## src/rtl/control_sumador.sv

```systemverilog
// Sequencer that performs a wide addition on one registered 4-bit adder slice.
// It works one nibble per two cycles, least-significant nibble first, and pulses DONE.
module control_sumador #(
    parameter int         N_NIBBLES = 4,
    parameter logic [1:0] MODO_SUMA = 2'b00
) (
    input  logic                     CLK,
    input  logic                     RESET,
    input  logic                     START,
    input  logic [4*N_NIBBLES-1:0]   OPA,
    input  logic [4*N_NIBBLES-1:0]   OPB,
    input  logic                     CIN,
    output logic                     BUSY,
    output logic                     DONE,
    output logic [4*N_NIBBLES-1:0]   RESULT,
    output logic                     COUT,
    output logic                     ENB,
    output logic [1:0]               MODO,
    output logic [3:0]               A,
    output logic [3:0]               B,
    output logic                     RCI,
    input  logic [3:0]               Q,
    input  logic                     RCO
);

    localparam int W     = 4 * N_NIBBLES;
    localparam int IDX_W = (N_NIBBLES > 1) ? $clog2(N_NIBBLES) : 1;
    localparam logic [IDX_W-1:0] IDX_LAST = IDX_W'(N_NIBBLES - 1);

    typedef enum logic [1:0] {
        IDLE    = 2'd0,
        EJECUTA = 2'd1,
        ESPERA  = 2'd2,
        FIN     = 2'd3
    } state_t;

    state_t           state;
    state_t           state_nx;
    logic [W-1:0]     opa_r;
    logic [W-1:0]     opb_r;
    logic             carry_r;
    logic [IDX_W-1:0] idx;

    always_ff @(posedge CLK) begin
        if (RESET) begin
            state <= IDLE;
        end else begin
            state <= state_nx;
        end
    end

    // Slice drive is decoded from state only, so START/OPA/OPB never reach outputs combinationally.
    always_comb begin
        state_nx = state;
        ENB      = 1'b0;
        A        = 4'd0;
        B        = 4'd0;
        RCI      = 1'b0;
        case (state)
            IDLE: begin
                if (START) begin
                    state_nx = EJECUTA;
                end
            end
            EJECUTA: begin
                ENB      = 1'b1;
                A        = opa_r[{idx, 2'b00} +: 4];
                B        = opb_r[{idx, 2'b00} +: 4];
                RCI      = carry_r;
                state_nx = ESPERA;
            end
            ESPERA: begin
                state_nx = (idx == IDX_LAST) ? FIN : EJECUTA;
            end
            FIN: begin
                state_nx = IDLE;
            end
            default: begin
                state_nx = IDLE;
            end
        endcase
    end

    assign BUSY = (state != IDLE);
    assign DONE = (state == FIN);
    assign MODO = MODO_SUMA;

    // ESPERA follows the slice's capture edge, so Q/RCO already hold this nibble's sum.
    always_ff @(posedge CLK) begin
        if (RESET) begin
            opa_r   <= '0;
            opb_r   <= '0;
            carry_r <= 1'b0;
            idx     <= '0;
            RESULT  <= '0;
            COUT    <= 1'b0;
        end else begin
            case (state)
                IDLE: begin
                    if (START) begin
                        opa_r   <= OPA;
                        opb_r   <= OPB;
                        carry_r <= CIN;
                        idx     <= '0;
                        RESULT  <= '0;
                        COUT    <= 1'b0;
                    end
                end
                ESPERA: begin
                    RESULT[{idx, 2'b00} +: 4] <= Q;
                    carry_r                   <= RCO;
                    if (idx == IDX_LAST) begin
                        COUT <= RCO;
                    end else begin
                        idx <= idx + 1'b1;
                    end
                end
                default: begin
                end
            endcase
        end
    end

endmodule

```

## config.mk

```make
export PLATFORM = sky130hd
export DESIGN_NAME = control_sumador
export DESIGN_NICKNAME = d
export VERILOG_FILES = /design/src/rtl/control_sumador.sv
export SDC_FILE = /design/constraint.sdc
export NUM_CORES = 1
export LEC_CHECK = 0
export CORE_ASPECT_RATIO = 0.9
export CORE_UTILIZATION = 35
export CTS_CLUSTER_SIZE = 28
export DETAILED_ROUTE_END_ITERATION = 12
export PLACE_DENSITY = 0.63
export SYNTH_ARGS = -nofsm -noshare
export SYNTH_HDL_FRONTEND = slang
export SYNTH_SLANG_ARGS = --single-unit
```

## constraint.sdc

```tcl
create_clock -name CLK -period 3.5 [get_ports CLK]
set_input_delay 0.525 -clock CLK [delete_from_list [all_inputs] [get_ports CLK]]
set_output_delay 0.525 -clock CLK [all_outputs]
set_load 0.05 [all_outputs]
```

==> results by group, run 1 <==
Status
  – Outcome: finished clean

Drt
  – Wire length after detailed routing: 5425 µm
  – Number of detailed-route iterations in the first pass: 6
  – Detail-routed via count per cell: around 4.7
  – Number of remaining DRC errors: 0
  – Routed Antenna Nets: 0
  – Detailed-route wire length per cell: 13.04 µm
  – Count of vias placed by the detailed router: 1975
  – Initial drt markers: 90

Synthesis
  – Syn Std Cell Area: 2449 µm²
  – Part of the Yosys area used for sequential elements: 44.15%
  – Post-synth EDFFs: 0
  – Distinct cell type count of the synthesized netlist: 33
  – Mux share of post-synthesis cell area: 9.607%
  – Area fraction in and, or, nand and nor cells after synthesis: 21.31%
  – Largest area contributor in the synthesized netlist: dfxtp_1
  – Share of Yosys cell area claimed by the top area cell type: between 40% and 50%
  – Most frequent cell after synthesis: nand2_1
  – Adder and majority cell fraction of the synthesized area: 3.066%
  – Most frequent cells after synthesis: nand2_1 (59), dfxtp_1 (54), a21oi_1 (38), nor2b_1 (13), nand2_2 (10)
  – Post-synthesis cell count: roughly 270
  – Combinational family with the most area after synthesis: simple AND/OR/NAND/NOR gates
  – Primary FF master, synth: dfxtp_1
  – Fraction of registers with async set or reset after synthesis: 0%
  – Warnings from Yosys: 0
  – Dominant cells by area after synthesis: dfxtp_1 (44%), nand2_1 (9.0%), a21oi_1 (7.8%)
  – Synth Area in Compound Gates: roughly 15%
  – XOR/XNOR Fraction of Synth Area: 0%
  – Syn avg cell area: roughly 9.2 µm²
  – Number of synthesized register bits: between 50 and 60

Clock tree
  – Quantity of gates resized following cts: 0
  – TritonCTS clock tree: yes
  – Worst-skew pair later-pin latency: a little over 0.3 ns
  – Count of buffers added by post-CTS timing repair for setup: 0
  – CTS Sinks: 54
  – CTS H-tree lvls: 2
  – Maximum buffer depth of the clock tree: 2
  – CTS Buf Count: 5
  – Hold buffer count at cts: 0
  – Clk pin slew, worst setup/hold paths: 0.09 ns
  – Clock root buffer: clkbuf_8

Global route
  – Global-route wire length before repair: 9011 µm
  – Total global routing overflow: 0
  – Routing usage on met1: 20.29%
  – Overall fraction of global-route tracks in use: 15.51%
  – Antenna violations before repair: 0
  – Number of global-route vias before repair: about 1900
  – Maximum number of pins on one net before global-route repair: 51
  – Met2 track demand over resource: 25.34%
  – Met3 Resource Use GR: 3.090%
  – GR peak layer: met2

Critical path
  – R2r setup slk: 1.26 ns
  – Worst setup SP type: flip-flop
  – Crit path capture type: primary output
  – RR Startpoint: idx[1]
  – Worst-path fanout max: 14
  – CP required: 2.97 ns
  – Critical path start-end classification: reg2out
  – R2R cell count: 5
  – Worst reg2reg path endpoint: RESULT[6]
  – Data arrival time of the worst path: 2.53 ns

Die
  – DIE HEIGHT: 81.35 µm
  – Number of rows created at floorplan: 28
  – Die area: 7335 µm²
  – Area of the core region: 6656 µm²
  – Horiz. Die Dim: 90.17 µm
  – Effective utilization at floorplan: 36.79%
  – IO Pins: 72

Final layout
  – Layout net count: 372
  – Share of final-layout standard cells stronger than drive strength 1: 11.04%
  – # diodes: 0
  – Area growth from synthesis to layout: 32.55%

STA
  – Maximum achievable frequency: 327.4 MHz
  – Worst path setup slack after routing: 0.4460 ns
  – Minimum clock period after layout: 3.054 ns
  – Final Hold Vio Count: 0
  – Worst clock skew on the final layout: 0.005123 ns
  – Post-route fraction of the period consumed by the critical path: 87.26%
  – Slew Limit Headroom: roughly two fifths
  – Number of endpoints failing setup at the final stage: 0
  – Final number of max-transition violations: 0
  – Transition at the pin with the smallest max-transition slack: 0.8787 ns
  – Total negative slack: 0 ns
  – Unrepaired setup endpoints after global routing: no

Placement
  – Port buffer count: between 60 and 70
  – Gpl congestion: 0.7194
  – HPWL after detailed placement: between 3000 and 4000 µm
  – Worst slack after detailed placement: slightly below 0.8 ns

Min path
  – Min-Delay Endpoint: opa_r[13]
  – Min-delay worst type: reg2reg
  – Hold path startpoint: opa_r[13]
  – Min-Delay Path Depth: 2

Power and ir drop
  – Internal Power: 0.9485 mW
  – Fraction of power consumed by sequential logic: 52.1%
  – Part of the power in combinational logic: 15.5%
  – Power density relative to cell area: 390.0 nW/µm²
  – Net Sw Power: 0.3172 mW
  – Leakage power: ~1.2 nW
  – Clock power frac: between 30% and 40%
  – Worst IR drop on VDD: 0.0001749 V
  – Fraction of power spent switching nets: 25.06%

Job
  – Maxcap violations: 0
-- state kept, by name (all words and copies together), names as in the netlist --
signal,cells
state,2
opb_r,16
carry_r,1
opa_r,16
idx,2
COUT,1
RESULT,16
-- cell families after synthesis --
group | Yosys count
multiplexers | 13
adder cells (fa/ha/maj) | 6
flip-flops | 54
AND/OR/NAND/NOR | 106
other | 1
buffers and inverters | 26
AO/OA/AOI/OAI | 59
-- area by class of cell --
cell class,count,area [µm²]
clock buffers,7,76.32
fillers,634,3411
inverters,5,18.77
multi-input cells,186,1211
flip-flops and latches,54,1081
well taps,90,112.6
repair buffers,73,715.7
clock inverters,1,30.03
-- power groups by stage --
stage	clock network [mW]	logic, mW	registers [mW]
6_report	0.410	0.196	0.660
5_1_grt	0.445	0.216	0.664
4_1_cts	0.416	0.198	0.660
3_5_place_dp	0	0.197	0.674
3_3_place_gp	0	0.196	0.673
2_1_floorplan	0	0.132	0.669
-- how the worst max path moves through the flow --
stage	from	endpoint	slack [ns]	depth (start not counted)
6_report	idx[1]	B[1]	0.45	3
4_1_cts	idx[1]	B[1]	0.43	3
5_1_grt	idx[1]	B[1]	0.35	3
3_3_place_gp	idx[1]	B[1]	0.81	3
2_1_floorplan	idx[0]	A[1]	1.34	4
3_5_place_dp	idx[1]	B[0]	0.78	3
-- critical path, cell delays in order (launching register included) --
cell	delay, ns
dfxtp_1	0.74
mux4_2	0.59
nor2b_1	0.15
clkdlybuf4s50_1	0.73
-- through the flow --
stage	instance area, µm²	util (%)	instances	power, mW	hold slack [ns]
2_1_floorplan	2452	-	266	0.8008	0.4331
3_3_place_gp	3139	47.16	408	0.8685	0.4406
6_report	3246	48.76	416	1.266	0.4594
5_1_grt	3246	48.76	416	1.324	0.4836
3_5_place_dp	3139	47.16	408	0.8713	0.4472
4_1_cts	3246	48.76	416	1.274	0.4604
-- cell usage in the layout (no fill, tap or decap), drive strengths merged, types with 4 or more instances in the layout --
cell type	count
dfxtp	54
nor2b	13
inv	5
a21oi	38
clkdlybuf4s50	68
nand2	69
a22o	8
ha	6
clkbuf	7
mux2	4
nor2	4
nand2b	6
o2bb2ai	8
nand3	5
mux4	8
buf	5
-- metal layers --
metal / share of wire, % / wire [µm]
met4: 1.5 / 80
met5: 0 / 0
met2: 46 / 2507
met3: 3.6 / 198
met1: 49 / 2638
Note: power is estimated with default switching activity, not from simulation.
==> inputs of run 2 (changes only) <==
--- a/config.mk
+++ b/config.mk
@@ -6,10 +6,10 @@
 export NUM_CORES = 1
 export LEC_CHECK = 0
 export CORE_ASPECT_RATIO = 0.9
-export CORE_UTILIZATION = 35
+export CORE_UTILIZATION = 51
 export CTS_CLUSTER_SIZE = 28
 export DETAILED_ROUTE_END_ITERATION = 12
-export PLACE_DENSITY = 0.63
+export PLACE_DENSITY = 0.86
 export SYNTH_ARGS = -nofsm -noshare
 export SYNTH_HDL_FRONTEND = slang
 export SYNTH_SLANG_ARGS = --single-unit
==> run 2 against run 1 <==
  * Global-route usage increased by 8.2 points
  * Hold slack got worse by 0.0020 ns
  * Combinational power barely moved
  * Sequential share of layout area grew 0.38 points
  * Power is 0.86% higher
  * Utilization up 22 points
  * Die area shrank 31%
  * Non-clock buffer count fell by 1
  * First-iteration DRC count grew 53%
==> results by group, run 2 (synthesis results as in run 1) <==
Global route
  – Overall fraction of global-route tracks in use: 23.72%
  – Antenna violations before repair: 0
  – Number of global-route vias before repair: 1901
  – Global-route wire length before repair: 8963 µm
  – Maximum number of pins on one net before global-route repair: 51
  – Total global routing overflow: 0

Die
  – Area of the core region: between 4000 and 5000 µm²
  – Number of rows created at floorplan: 23
  – Horiz. Die Dim: 75.04 µm
  – DIE HEIGHT: approximately 68 µm
  – Effective utilization at floorplan: between 50% and 60%
  – IO Pins: 72
  – Die area: 5083 µm²

STA
  – Minimum clock period after layout: 3.025 ns
  – Total negative slack: 0 ns
  – Transition at the pin with the smallest max-transition slack: roughly 0.8 ns
  – Tightest hold margin: 0.4575 ns
  – Unrepaired setup endpoints after global routing: no
  – Slew Limit Headroom: 45.18%
  – Number of endpoints failing setup at the final stage: 0
  – Post-route fraction of the period consumed by the critical path: 86.43%
  – Final Hold Vio Count: 0
  – Worst clock skew on the final layout: about 0.0017 ns
  – Final number of max-transition violations: 0
  – Maximum achievable frequency: 330.6 MHz

Critical path
  – Instance count on the critical path: 3
  – Worst Path Buf+Inv: 1
  – Crit-path max cell delay: 0.73 ns
  – Critical path start-end classification: reg2out
  – Max stage delay cell, worst path: clkdlybuf4s50_1
  – Worst-path fanout max: 14
  – R2R cell count: 6
  – RR Startpoint: idx[0]
  – Data arrival time of the worst path: 2.50 ns
  – Worst setup SP type: flip-flop
  – Worst setup path startpoint: idx[1]
  – Cell breakdown of the critical path: mux4_2, nor2b_1, clkdlybuf4s50_1
  – CP required: 2.97 ns
  – Worst reg2reg path endpoint: RESULT[4]
  – R2r setup slk: ~1.0 ns
  – Cell family with the largest share of critical-path delay: buffers and inverters
  – Critical Path End: B[1]
  – Crit path capture type: primary output

Clock tree
  – TritonCTS clock tree: yes
  – CTS Buf Count: 5
  – Hold buffer count at cts: 0
  – Worst-skew pair later-pin latency: approximately 0.31 ns
  – Quantity of gates resized following cts: 0
  – CTS Sinks: 54
  – Maximum buffer depth of the clock tree: 2
  – Count of buffers added by post-CTS timing repair for setup: 0
  – Clock root buffer: clkbuf_8
  – CTS H-tree lvls: 2
  – Clk pin slew, worst setup/hold paths: approximately 0.09 ns

Drt
  – Number of remaining DRC errors: 0
  – Routed Antenna Nets: 0
  – Number of detailed-route iterations in the first pass: 4
  – Count of vias placed by the detailed router: between 2000 and 2500
  – Initial drt markers: 138
  – Detailed-route wire length per cell: 14.07 µm
  – Detail-routed via count per cell: 5.316
  – Wire length after detailed routing: 5430 µm

Final layout
  – Count of non-filler cells in the finished layout: 386
  – Layout net count: 371
  – Largest registers: RESULT x16, opa_r x16, opb_r x16
  – Share of final-layout standard cells stronger than drive strength 1: 11.11%
  – Top library cells by usage in the layout, fill and taps aside: clkdlybuf4s50_1 (68), nand2_1 (59), dfxtp_1 (54)
  – Area growth from synthesis to layout: 31.07%
  – # diodes: 0
  – Most common library cell in the layout ignoring fill and taps: clkdlybuf4s50_1

Placement
  – Placed insts: 379
  – Gpl congestion: 0.8091
  – HPWL after detailed placement: 3752 µm
  – Port buffer count: between 60 and 70

Status
  – Outcome: finished clean

Power and ir drop
  – Total power after layout: 1.277 mW
  – Worst IR drop on VDD: between 0.0002 and 0.0003 V
  – Leakage power: 1.156 nW
  – Power density relative to cell area: 397.8 nW/µm²

Min path
  – Min-delay worst type: reg2reg

Job
  – Maxcap violations: 0
## run 2: cell count changes in the layout (fill, tap and decap cells not counted), sizes merged
cell    previous run  this run
buf                5         4
clkbuf             7         6
## run 2: power by group
group	internal, mW	switching, mW
combinational	0.0927	0.102
sequential	0.641	0.0211
clock	0.229	0.191
## run 2: worst reg2reg max path, delay by kind of cell, from the launching register on
family	cells	cell delay, ns
AOI/OAI and AO/OA	1	0.16
adders and majority gates	1	0.38
buffers and inverters	2	0.38
DFF	1	0.71
and+or+nand+nor	2	0.79
## run 2: metal layers
layer / vias to the layer above / global-route usage, % / share of wire (%)
li1: 1015 / - / -
met1: 961 / 29.73 / 42
met2: 68 / 40.43 / 51
met3: 8 / 5.075 / 4.6
met4: 0 / 8.019 / 1.6
met5: - / 0 / 0
## run 2: final cells by class
type	count	area, µm²
fillers	366	1309
multi-input cells	186	1211
flip-flops and latches	54	1081
repair buffers	72	708.2
clock buffers	6	82.58
well taps	62	77.57
clock inverters	1	30.03
inverters	5	18.77
## run 2: worst min path at each step
stage                   start        end  slack [ns]  depth (start not counted)
finish              opb_r[11]  opb_r[11]        0.46                          2
global route        opb_r[13]  opb_r[13]        0.47                          2
CTS                 opb_r[11]  opb_r[11]        0.46                          2
detailed placement  opb_r[11]  opb_r[11]        0.45                          2
global placement     opb_r[3]   opb_r[3]        0.44                          2
floorplan           opa_r[10]  opa_r[10]        0.43                          2
## run 2: per-stage QoR
step	area, µm²	utilization (%)	setup WS (ns)
floorplan	2452	-	1.335
global placement	3097	68.54	0.8515
detailed placement	3097	68.54	0.8069
CTS	3209	71.03	0.4662
global route	3209	71.03	0.3986
finish	3209	71.03	0.4751
